File: config.mk
export PLATFORM = sky130hd
export DESIGN_NAME = mems_scan_sequencer
export DESIGN_NICKNAME = d
export VERILOG_FILES = /design/src/rtl/mems_scan_sequencer.sv
export SDC_FILE = /design/constraint.sdc
export NUM_CORES = 1
export LEC_CHECK = 0
export CAP_MARGIN = 20
export CORE_MARGIN = 3
export CORE_UTILIZATION = 51
export CTS_BUF_LIST = sky130_fd_sc_hd__clkbuf_8
export CTS_CLUSTER_DIAMETER = 200
export DETAILED_ROUTE_END_ITERATION = 16
export PLACE_DENSITY = 0.79
export SETUP_SLACK_MARGIN = 0.05
export SLEW_MARGIN = 20
export SYNTH_ARGS = -nofsm -noshare
export SYNTH_HDL_FRONTEND = slang
export SYNTH_SLANG_ARGS = --single-unit
export TNS_END_PERCENT = 100
File: constraint.sdc
create_clock -name clk_i -period 3.25 [get_ports clk_i]
set_input_delay 0.65 -clock clk_i [delete_from_list [all_inputs] [get_ports clk_i]]
set_output_delay 0.65 -clock clk_i [all_outputs]
set_load 0.05 [all_outputs]
File: src/rtl/mems_scan_sequencer.sv
// mems_scan_sequencer
// -------------------
// Purpose: sequences commands for a MEMS mirror scan. The block feeds the DAC
// SPI master a command-ROM address together with a one-cycle start pulse.
// It first replays the init command list at ROM 0..INIT_LEN-1. It then sweeps
// the scan region SCAN_BASE..SCAN_END, which is organised as points per line,
// lines per frame and frames per pass. Line and frame boundary flags go to the
// readout logic and clear on acknowledge.
//
// Ports:
//   clk_i, rst_i         clock; asynchronous active-high reset
//   start_i              begin the sequence (level-sampled in IDLE/DONE)
//   pause_i              hold scan issuing (ignored during init)
//   continuous_i         1: wrap forever, 0: stop after one pass
//   spi_busy_i           SPI master busy
//   line_ack_i           clears new_line_o
//   frame_ack_i          clears new_frame_o
//   spi_start_o          one-cycle command start pulse
//   addr_o               ROM address of the command being started
//   new_line_o           line-boundary flag
//   new_frame_o          frame-boundary flag
//   line_idx_o           line index of the point just issued
//   frame_idx_o          frame index of the point just issued
//   scan_active_o        high while in SCAN
//   overrun_o            sticky: a boundary flag was set while still pending
//   state_o              FSM state (IDLE=0, INIT=1, SCAN=2, DONE=3), for debug
//
// Handshake with the SPI master: a command is issued only when spi_busy_i is
// low and no pulse went out in the previous cycle. This guarantees at least
// one gap cycle between pulses, so the master has time to raise busy.
// addr_o changes in the pulse cycle and then holds until the next pulse.
module mems_scan_sequencer #(
  parameter int ADDR_W    = 16,
  parameter int INIT_LEN  = 2,
  parameter int SCAN_BASE = 8,
  parameter int LINE_LEN  = 720,
  parameter int LINES     = 2,
  parameter int FRAMES    = 9,
  localparam int LW = (LINES  > 1) ? $clog2(LINES)  : 1,
  localparam int FW = (FRAMES > 1) ? $clog2(FRAMES) : 1
) (
  input  logic              clk_i,
  input  logic              rst_i,
  input  logic              start_i,
  input  logic              pause_i,
  input  logic              continuous_i,
  input  logic              spi_busy_i,
  input  logic              line_ack_i,
  input  logic              frame_ack_i,
  output logic              spi_start_o,
  output logic [ADDR_W-1:0] addr_o,
  output logic              new_line_o,
  output logic              new_frame_o,
  output logic [LW-1:0]     line_idx_o,
  output logic [FW-1:0]     frame_idx_o,
  output logic              scan_active_o,
  output logic              overrun_o,
  output logic [1:0]        state_o
);

  localparam int CW = $clog2(LINE_LEN);

  localparam logic [ADDR_W-1:0] INIT_LAST   = ADDR_W'(INIT_LEN - 1);
  localparam logic [ADDR_W-1:0] SCAN_BASE_A = ADDR_W'(SCAN_BASE);
  localparam logic [ADDR_W-1:0] SCAN_END_A  =
    ADDR_W'(SCAN_BASE + LINE_LEN * LINES * FRAMES - 1);
  localparam logic [CW-1:0]     COL_LAST    = CW'(LINE_LEN - 1);
  localparam logic [LW-1:0]     LINE_LAST   = LW'(LINES - 1);

  typedef enum logic [1:0] {
    IDLE = 2'd0,
    INIT = 2'd1,
    SCAN = 2'd2,
    DONE = 2'd3
  } state_e;

  state_e            state_q, state_d;
  logic              spi_start_q, spi_start_d;
  logic [ADDR_W-1:0] addr_q, addr_d;
  logic [CW-1:0]     col_q, col_d;      // point index within the line
  logic [LW-1:0]     line_q, line_d;
  logic [FW-1:0]     frame_q, frame_d;
  logic              new_line_q, new_line_d;
  logic              new_frame_q, new_frame_d;
  logic              scan_active_q, scan_active_d;
  logic              overrun_q, overrun_d;

  logic go;
  logic point_issue;  // a scan point is issued in this cycle
  logic overrun_clr;
  logic end_of_line;
  logic set_line;
  logic set_frame;

  assign go = !spi_busy_i && !spi_start_q;

  // FSM next-state and issue logic.
  always_comb begin
    state_d     = state_q;
    spi_start_d = 1'b0;
    addr_d      = addr_q;
    col_d       = col_q;
    line_d      = line_q;
    frame_d     = frame_q;
    point_issue = 1'b0;
    overrun_clr = 1'b0;

    case (state_q)
      IDLE: begin
        if (start_i) begin
          spi_start_d = 1'b1;
          addr_d      = '0;
          overrun_clr = 1'b1;
          state_d     = INIT;
        end
      end

      INIT: begin
        if (go) begin
          spi_start_d = 1'b1;
          if (addr_q == INIT_LAST) begin
            addr_d      = SCAN_BASE_A;
            col_d       = '0;
            line_d      = '0;
            frame_d     = '0;
            point_issue = 1'b1;
            state_d     = SCAN;
          end else begin
            addr_d = addr_q + ADDR_W'(1);
          end
        end
      end

      SCAN: begin
        if (addr_q == SCAN_END_A && !continuous_i) begin
          // The single pass is complete. addr stays at SCAN_END.
          state_d = DONE;
        end else if (go && !pause_i) begin
          spi_start_d = 1'b1;
          point_issue = 1'b1;
          if (addr_q == SCAN_END_A) begin
            addr_d  = SCAN_BASE_A;
            col_d   = '0;
            line_d  = '0;
            frame_d = '0;
          end else begin
            addr_d = addr_q + ADDR_W'(1);
            if (col_q == COL_LAST) begin
              col_d = '0;
              if (line_q == LINE_LAST) begin
                line_d  = '0;
                frame_d = frame_q + FW'(1);
              end else begin
                line_d = line_q + LW'(1);
              end
            end else begin
              col_d = col_q + CW'(1);
            end
          end
        end
      end

      DONE: begin
        // Restart the scan without replaying init.
        if (start_i) begin
          spi_start_d = 1'b1;
          addr_d      = SCAN_BASE_A;
          col_d       = '0;
          line_d      = '0;
          frame_d     = '0;
          point_issue = 1'b1;
          state_d     = SCAN;
        end
      end

      default: state_d = IDLE;
    endcase
  end

  // Boundary flags are raised together with the pulse of the last point of a
  // line. The last line of a frame raises only the frame flag.
  always_comb begin
    end_of_line = point_issue && (col_d == COL_LAST);
    set_frame   = end_of_line && (line_d == LINE_LAST);
    set_line    = end_of_line && (line_d != LINE_LAST);

    // If a set and an ack arrive in the same cycle, the set wins.
    new_line_d  = set_line  || (new_line_q  && !line_ack_i);
    new_frame_d = set_frame || (new_frame_q && !frame_ack_i);

    if (overrun_clr) begin
      overrun_d = 1'b0;
    end else begin
      overrun_d = overrun_q
                || (set_line  && new_line_q  && !line_ack_i)
                || (set_frame && new_frame_q && !frame_ack_i);
    end

    scan_active_d = (state_d == SCAN);
  end

  always_ff @(posedge clk_i or posedge rst_i) begin
    if (rst_i) begin
      state_q       <= IDLE;
      spi_start_q   <= 1'b0;
      addr_q        <= '0;
      col_q         <= '0;
      line_q        <= '0;
      frame_q       <= '0;
      new_line_q    <= 1'b0;
      new_frame_q   <= 1'b0;
      scan_active_q <= 1'b0;
      overrun_q     <= 1'b0;
    end else begin
      state_q       <= state_d;
      spi_start_q   <= spi_start_d;
      addr_q        <= addr_d;
      col_q         <= col_d;
      line_q        <= line_d;
      frame_q       <= frame_d;
      new_line_q    <= new_line_d;
      new_frame_q   <= new_frame_d;
      scan_active_q <= scan_active_d;
      overrun_q     <= overrun_d;
    end
  end

  assign spi_start_o   = spi_start_q;
  assign addr_o        = addr_q;
  assign new_line_o    = new_line_q;
  assign new_frame_o   = new_frame_q;
  assign line_idx_o    = line_q;
  assign frame_idx_o   = frame_q;
  assign scan_active_o = scan_active_q;
  assign overrun_o     = overrun_q;
  assign state_o       = state_q;

endmodule

==> flow_summary.json <==
{
  "status": "complete, no violations",
  "grt_first_pass_wirelength_um": 10340,
  "arrival_ns": 3.40,
  "switching_share_pct": 39.48,
  "htreeDepth": 2,
  "crit_path_start_kind": "register",
  "endpoint_kind": "register",
  "p_per_area_nw_per_um2": 508.5,
  "vdd_drop_max_mv": 0.2676,
  "relSlewSlack_pct": 66.15,
  "power_frac_comb_pct": 44.6,
  "drt_first_pass_iters": 4,
  "vias_per_cell": 6.086,
  "avgSynthCellArea_um2": 8.704,
  "cts_sinks": 38,
  "drt.antenna.violating_nets": 0,
  "post-route-period-util_pct": 98.66,
  "synth_area_um2": 2385,
  "grt_max_degree": 39,
  "min-delay-path-class": "reg -> reg",
  "regArea_um2": 964.7,
  "gp_congestion": 0.8582,
  "layout_min_cycle_time_ns": 3.207,
  "place_inst": 369,
  "leakagePower_nw": 1.314,
  "antenna_found_initial": 0,
  "initial_utilization_pct": 53.66,
  "setup_violations": 0,
  "clock_skew_ns": 0.006961,
  "yosysWarnings": 0,
  "first_global_vias": 2240,
  "fmax_mhz": 311.9,
  "routed_wl_um": 6044,
  "power_switching_mw": 0.6153,
  "synth_area_leaders": "dfrtp_1, o21ai_0, nand2_1, ha_1, nor2_1",
  "portBuffers": 35,
  "setup_tns_ns": 0,
  "instances_no_fill": 385,
  "synth_cells": 274,
  "synth_top_area_share_pct": 39.87,
  "yosysSeqAreaShare_pct": 39.87,
  "ys_seq_elements": 38,
  "finalPower_mw": 1.559,
  "grt_usage_pct": 23.84,
  "drive_above_1_share_pct": 17.42,
  "power_frac_seq_pct": 34.2,
  "rows": 24,
  "drv_cap": 0,
  "synth_edf_count": 0,
  "design.portCount": 36,
  "drt-initial-drc-count": 158,
  "multi_input_area_um2": 1361,
  "syn2layout_area_growth_pct": 28.54,
  "synth_top_area_cell": "dfrtp_1",
  "postCtsHoldBufs": 0,
  "cts_tree": "yes",
  "fillers": 354,
  "yosys.cell_types.count": 51,
  "cts_root_buffer": "clkbuf_8",
  "synth_ff_type": "dfrtp_1",
  "final_nets": 349,
  "wl_met2_um": 2965,
  "cts_buffer_depth": 2,
  "met3_length_um": 338,
  "maxSlewViolCount": 0,
  "die_area_um2": 5532,
  "wl_per_cell_um": 15.70,
  "drt-met1-wl_um": 2616,
  "p_clk_share_pct": 21.3,
  "synth_nets": 291,
  "hold_viol": 0,
  "cp_max_fo": 5,
  "p_int_mw": 0.9433,
  "dp_hpwl_um": 4360,
  "clk-insertion-delay-late_ns": 0.29,
  "final_core_util_pct": 68.98,
  "die_x_um": 74.38,
  "cp.required_ns": 3.45,
  "drc": 0,
  "antenna_cells": 0,
  "async_flop_share_pct": 100.0,
  "clkSlewWorstSetupHoldPaths_ns": 0.07,
  "gr-total-overflow": 0,
  "critPathKind": "reg -> reg",
  "num_vias": 2343,
  "coreArea_um2": 4444,
  "cts_buffers": 5,
  "worst_pin_slew_ns": 0.5062,
  "die_h_um": 74.38,
  "highest_layer": "met4",
  "grt_setup_unrepaired": "yes"
}
[state kept, by name, summed over array words and instances, names as in the netlist]
register,flops
addr_o,16
col_q,10
frame_idx_o,4
line_idx_o,1
new_frame_o,1
new_line_o,1
overrun_o,1
scan_active_o,1
spi_start_o,1
state_o,2
[through the flow]
stage / worst slack, ns / instance area (um2) / hold WS [ns]
global placement: 0.08052 / 2907 / 0.4673
detailed placement: -0.02434 / 2907 / 0.4800
finish: 0.04342 / 3065 / 0.4870
floorplan: 0.03919 / 2401 / 0.5131
global route: -0.01292 / 3065 / 0.5146
CTS: 0.05104 / 3035 / 0.4911
[power groups by stage]
stage	sequential (mW)	clock (mW)	combinational, mW
after global placement	0.539	0	0.612
after floorplan	0.620	0	0.344
final	0.532	0.331	0.695
after detailed placement	0.541	0	0.621
after global routing	0.536	0.357	0.763
after CTS	0.532	0.334	0.677
[timing repair]
item	4_1_cts	5_1_grt
gates resized for setup	1	2
buffers inserted	5	3
pin swaps	2	4
endpoints found under the setup margin	1	6
[synthesized netlist by cell type, types with 5 or more instances]
library cell / number
dfrtp_1: 38
nand2_1: 34
o21ai_0: 34
nor2_1: 26
nand3_1: 12
inv_1: 11
ha_1: 9
clkbuf_1: 8
and3_1: 7
nand4_1: 7
a21oi_1: 6
o31ai_1: 6
or3_1: 6
nor2b_1: 5
nor3_1: 5
[worst max-delay path, cell delays in order, from the launching register on]
cell and delay, ns:
dfrtp_2 0.43, or4_4 0.54, or4_4 0.59, or4b_1 0.53
a311oi_1 0.29, o21ai_1 0.10, nand4b_1 0.29, o41ai_2 0.34
[logic make-up (layout without fill, tap and decap cells)]
logic type | after synthesis | count (layout) | synth area share (%)
muxes | 3 | 3 | 1.259
buffers and inverters | 21 | 80 | 3.620
DFF | 38 | 38 | 39.87
xor gates and xnor gates | 4 | 4 | 1.469
AOI/OAI and AO/OA | 72 | 72 | 21.20
and+or+nand+nor | 127 | 127 | 27.86
adders and majority gates | 9 | 9 | 4.722
[cell usage in the layout (no fill, tap or decap), types with 6 or more instances in the layout]
cell type        count
clkdlybuf4s50_1     35
nand2_1             34
o21ai_0             33
dfrtp_1             27
nor2_1              26
buf_4               25
inv_1               13
nand3_1             12
dfrtp_2             11
ha_1                 8
nand4_1              7
and3_1               7
or3_1                6
o31ai_1              6
clkbuf_8             6
[layer usage]
metal  track usage [%]  up-vias
met5                 0        -
met4             7.708        0
met3             5.270       16
met2             39.22       84
met1             31.22     1126
li1                  -     1117
[final timing paths]
path / startpoint / endpoint / slack [ns] / cells after the start
setup / recovery: addr_o[10]$_DFFE_PP0P_ / overrun_o$_DFF_PP0_ / 0.04 / 7
setup reg to reg: addr_o[10]$_DFFE_PP0P_ / overrun_o$_DFF_PP0_ / 0.04 / 7
hold reg to reg: frame_idx_o[3]$_DFFE_PP0P_ / frame_idx_o[3]$_DFFE_PP0P_ / 0.49 / 1
min in group asynchronous: rst_i / addr_o[7]$_DFFE_PP0P_ / 0.77 / 3
hold / removal: frame_idx_o[3]$_DFFE_PP0P_ / frame_idx_o[3]$_DFFE_PP0P_ / 0.49 / 1
max in group asynchronous: rst_i / addr_o[12]$_DFFE_PP0P_ / 2.12 / 3
[layout make-up]
type                       instances  share of cell area [%]
clock buffer                       6                   2.694
clock inverter                     2                  0.2449
inverter                          11                   1.347
multi-input combinational        215                   44.41
sequential                        38                   31.47
tap                               52                   2.122
timing repair buffer              61                   17.71
(Power assumes the default switching activity.)
